## config.mk

```make
export PLATFORM = sky130hd
export DESIGN_NAME = rom
export DESIGN_NICKNAME = d
export VERILOG_FILES = /design/src/rtl/rom_pkg.sv /design/src/rtl/rom.sv
export SDC_FILE = /design/constraint.sdc
export NUM_CORES = 1
export LEC_CHECK = 0
export CORE_AREA = 2 2 74 58
export DETAILED_ROUTE_END_ITERATION = 7
export DIE_AREA = 0 0 76 60
export PLACE_DENSITY = 0.56
export SYNTH_ARGS = -nofsm -noshare
export SYNTH_HDL_FRONTEND = slang
export SYNTH_SLANG_ARGS = --single-unit
```

## constraint.sdc

```tcl
create_clock -name clk -period 2.3 [get_ports clk]
set_input_delay 0.46 -clock clk [delete_from_list [all_inputs] [get_ports clk]]
set_output_delay 0.46 -clock clk [all_outputs]
set_load 0.02 [all_outputs]
```

## src/rtl/rom_pkg.sv

```systemverilog
// Shared constants for the rom block: default geometry and the lookup table
// contents loaded into storage at elaboration.
package rom_pkg;

  localparam int ROM_DATA_WIDTH = 16;
  localparam int ROM_ADDR_WIDTH = 4;
  localparam int ROM_WORDS      = 16;

  localparam logic [15:0] ROM_DEFAULT [0:ROM_WORDS-1] = '{
    16'h0103, 16'h5200, 16'he0b9, 16'h0412,
    16'h4839, 16'h0112, 16'h0377, 16'h0572,
    16'hcafe, 16'h6225, 16'h1447, 16'haeec,
    16'h52dd, 16'h1113, 16'h4444, 16'h5555
  };

endpackage

```

## src/rtl/rom.sv

```systemverilog
// Synchronous read-only lookup table with one enabled, registered read port.
// Storage is named mem so benches can preload it hierarchically before use.
module rom
  import rom_pkg::*;
#(
  parameter int DATA_WIDTH = ROM_DATA_WIDTH,
  parameter int ADDR_WIDTH = ROM_ADDR_WIDTH
) (
  input  logic                  clk,
  input  logic                  rst,
  input  logic                  r_en,
  input  logic [ADDR_WIDTH-1:0] addr,
  output logic [DATA_WIDTH-1:0] data
);

  localparam int DEPTH = 2 ** ADDR_WIDTH;

  logic [DATA_WIDTH-1:0] mem [0:DEPTH-1];
  logic [DATA_WIDTH-1:0] data_q;
  logic [DATA_WIDTH-1:0] data_d;

  // Contents are fixed at elaboration; words beyond the default table read as zero.
  initial begin
    for (int i = 0; i < DEPTH; i++) begin
      if (i < ROM_WORDS) begin
        mem[i] = DATA_WIDTH'(ROM_DEFAULT[i]);
      end else begin
        mem[i] = '0;
      end
    end
  end

  always_comb begin
    data_d = data_q;
    if (r_en) begin
      data_d = mem[addr];
    end
  end

  // Reset has priority over a read on the same edge.
  always_ff @(posedge clk) begin
    if (rst) begin
      data_q <= '0;
    end else begin
      data_q <= data_d;
    end
  end

  assign data = data_q;

endmodule

```

Yosys cells after proc, flatten, opt, wreduce, memory -nomap -nowiden --
Memories as Yosys holds them, arrays and structs flattened. A register that Yosys moved wholly into a read port is not among the register bits. Index checks and enable logic that the tools add are counted.
Storage, ports and cells: register bits after elaboration 0, memory bits (read-only) 256, input bits 7, output and inout bits 16, logic and storage cells 1, memories kept 1
Memories:
- mem | words 16, bits a word 16, rd ports 1, clocked after memory_dff 1, wr ports 0, line rom.sv:18 | logic [DATA_WIDTH-1:0] mem [0:DEPTH-1];

Longest topological paths before layout --
depth after elaboration 0, gate-level depth with buffers 5, gate-level depth less buffers 5

Worst setup path before layout --
No wires, ideal clock.
kind input port to flip-flop, start in addr[1], end reg data_q[3], in the netlist data[3] (read register of mem), library setup time 91 ps, data arrival time 1369 ps, required time 2209 ps, slack 840 ps, stages on the path 5, buffers on the path 0, path through inv_1 -> ha_1 -> nand2b_1 -> a21o_1 -> a311oi_1
RTL lines:
- start: declaration | line rom.sv:12 | input logic [ADDR_WIDTH-1:0] addr,
- end: declaration | line rom.sv:19 | logic [DATA_WIDTH-1:0] data_q;

==> key figures <==
Status
  – Run status: complete, no violations

Power
  – Leakage power total: 0.516 nW
  – Largest vdd supply drop: 0.000410 V
  – Total power divided by cell area: 553 nW/um^2
  – Post-layout total power: 0.703 mW

Finish
  – Fillcell total: 413
  – Area of the multi-input gates: 539 um^2
  – Number of nets at the end of the flow: 143
  – Antenna cells: 0
  – Max reg flops: 16
  – Fraction of layout instances using a drive strength above 1: 0.150
  – Synthesis-to-layout area growth: 37.2%
  – Area used by sequential logic in the layout: 320 um^2

Min path
  – Worst hold stages: 2
  – Type of the tightest min-delay check: flip-flop to flip-flop

Critical path
  – Count of cell instances traversed by the critical path: 6
  – Kind of cell with the highest combined delay on the critical path: buffers and inverters
  – Peak fanout along the critical path: 6
  – Buffers & Inverters on Critical Path: 2
  – Data arrival at the endpoint of the critical path: 2.03 ns
  – Critical path required time: 2.46 ns
  – Endpoint class of the critical path: flip-flop
  – Standard cell with the maximum stage delay on the critical path: clkdlybuf4s50_1
  – Slowest cell delay on critical path: 0.53 ns
  – Category of the worst setup path launch point: input port
  – Depth of the most critical reg-to-reg path: 2
  – Ordered list of cells on the worst path: clkdlybuf4s50_1 > inv_1 > ha_1 > nand2b_1 > a21o_1 > a311oi_1
  – Classification of the worst setup path: input port to flip-flop

Timing
  – Max Fclk: 0.535 GHz
  – Final worst slack: 0.431 ns
  – Final hold slack: 0.482 ns
  – Period utilisation layout: 0.813
  – Fin crit period: 1.87 ns
  – Setup-failing EPs final: 0
  – Unrepaired setup endpoints after global routing: no
  – Number of hold-slack violations in the final timing report: 0
  – Post-Route Skew: 0 ns
  – Transition time at the pin with the least slew margin: 0.374 ns
  – Worst relative slew slack: 0.750
  – Fin Setup TNS: 0 ns
  – Final Slew Violations: 0

Clock tree
  – Post-CTS setup buffer count: 0
  – Post-cts sizing count: 0
  – Deepest clock path buffer count: 2
  – Clock tree from TritonCTS: yes
  – CTS root buf: clkbuf_8
  – CTS Buf Count: 3
  – Hold-fix buffers, CTS: 0
  – Clock insertion delay at the later pin of the skew report: 0.25 ns
  – Clock transition time at the flip-flop clock pins of the worst setup and hold paths: 0.06 ns
  – Total number of H-tree levels: 1
  – CTS Sinks: 16

Synth
  – Per-instance average area after synthesis: 9.18 um^2
  – Combined area of all synthesized cells: 927 um^2
  – Number of instances in the synthesized netlist: 101
  – Number of distinct library cells after synthesis: 38
  – Synthesized net count: 115
  – Flop and latch count out of synthesis: 16
  – Yosys top cell by area: dfxtp_1
  – Area share of the largest cell type after synthesis: 0.345
  – Cell types with the largest area share after synthesis: dfxtp_1 35%, ha_1 9.4%, a211oi_1 4.0%, nor2_1 3.6%, mux2i_1 3.2%
  – Share of the yosys chip area belonging to registers: 0.345
  – Yosys Warn Count: 0

Floorplan
  – Top-level I/O count: 23
  – Die outline area: 4560 um^2
  – CORE AREA: 3880 um^2
  – Die outline height: 60 um
  – Initial Util: 0.239
  – Die span in x: 76 um
  – Number of placement rows: 20

Flow run
  – Number of maximum-capacitance constraint violations: 0

Routing
  – DRC viols: 0
  – Drt first-iter violations: 36
  – Number of detailed-routing iterations run before antenna repair: 4
  – Routed length per placed instance: 12.3 um
  – Aggregate routed wire length: 2230 um
  – DR vias: 841
  – Routed Antenna Nets: 0
  – Vias per std cell: 4.62

GRT
  – Grt total ovfl: 0
  – Global-route wire length before repair: 3740 um
  – Initial antenna violation count: 0
  – Number of global-route vias before repair: 771
  – Overall Global Routing Usage: 0.105
  – Largest net degree at the start of global routing: 15

Placed design
  – GPL Wtd Cong: 0.913
  – Buffers on Ports: 22
  – Pre-CTS setup slack: 0.171 ns
  – DPL Wire Length: 1680 um
## tightest hold or removal path, cell delays in order, from the launching register on
cell	delay (ns)
dfxtp_1	0.31
nand2_1	0.06
a31oi_1	0.07
## layout by cell type, fill, tap and decap left out, drive strengths merged, types with 3 or more instances in the layout
cell type	count
dfxtp	16
clkbuf	3
buf	8
nor2	9
nand2	6
clkdlybuf4s50	22
nand2b	5
ha	7
a21oi	3
mux2i	3
a311oi	4
inv	6
a211oi	5
## path summary, 6_finish.rpt
check             to  slack (ns)    start
min          data[1]        0.48  data[1]
max          data[3]        0.43  addr[1]
max reg2reg  data[3]        1.59  data[3]
min reg2reg  data[1]        0.48  data[1]
## cell families (layout without fill, tap and decap cells)
kind of cell	Yosys count	count (layout)	share of synthesized area
flip-flops	16	16	0.345
AO/OA/AOI/OAI	33	33	0.290
adder cells (fa/ha/maj)	7	7	0.0945
AND/OR/NAND/NOR	28	28	0.152
multiplexers	4	4	0.0445
buffers and inverters	13	39	0.0729
## layer usage
metal,GRT usage,routed length (um),vias to the layer above
met5,0,0,-
met4,0.0312,23,0
met3,0.0438,120,2
met2,0.149,891,20
met1,0.145,1200,385
li1,-,-,434
## Yosys cell counts, drive strengths merged
cell,instances
a221oi,1
a32o,1
o22ai,1
nand4,1
o211ai,1
inv,6
o21a,1
nand2,6
o31ai,1
o21ai,2
buf,5
clkbuf,2
or3,1
o211a,2
ha,7
nand2b,5
a31oi,1
nor2b,1
a211oi,5
mux2i,3
a21o,2
o221a,2
o2111ai,1
a41o,1
mux2,1
dfxtp,16
nor3,1
a21oi,3
nor2,9
a31o,2
a311oi,4
nand3,2
o221ai,2
or2,2
## stage by stage
step / cell area [um^2] / util / instances
after floorplan: 927 / - / 101
after global placement: 1230 / 0.317 / 179
after detailed placement: 1230 / 0.317 / 179
after CTS: 1270 / 0.328 / 182
after global routing: 1270 / 0.328 / 182
final: 1270 / 0.328 / 182
## where the power goes
| part | internal (mW) | total [mW] | switching, mW |
|---|---|---|---|
| clock | 0.116 | 0.212 | 0.0961 |
| sequential | 0.297 | 0.307 | 0.00985 |
| combinational | 0.0877 | 0.184 | 0.0962 |
## area by class of cell
type                    count  area share
multi-input cells          72       0.424
inverters                   6      0.0177
repair buffers             30       0.220
clock buffers               3      0.0324
flip-flops and latches     16       0.252
well taps                  55      0.0541
Note: power is estimated with default switching activity, not from simulation.
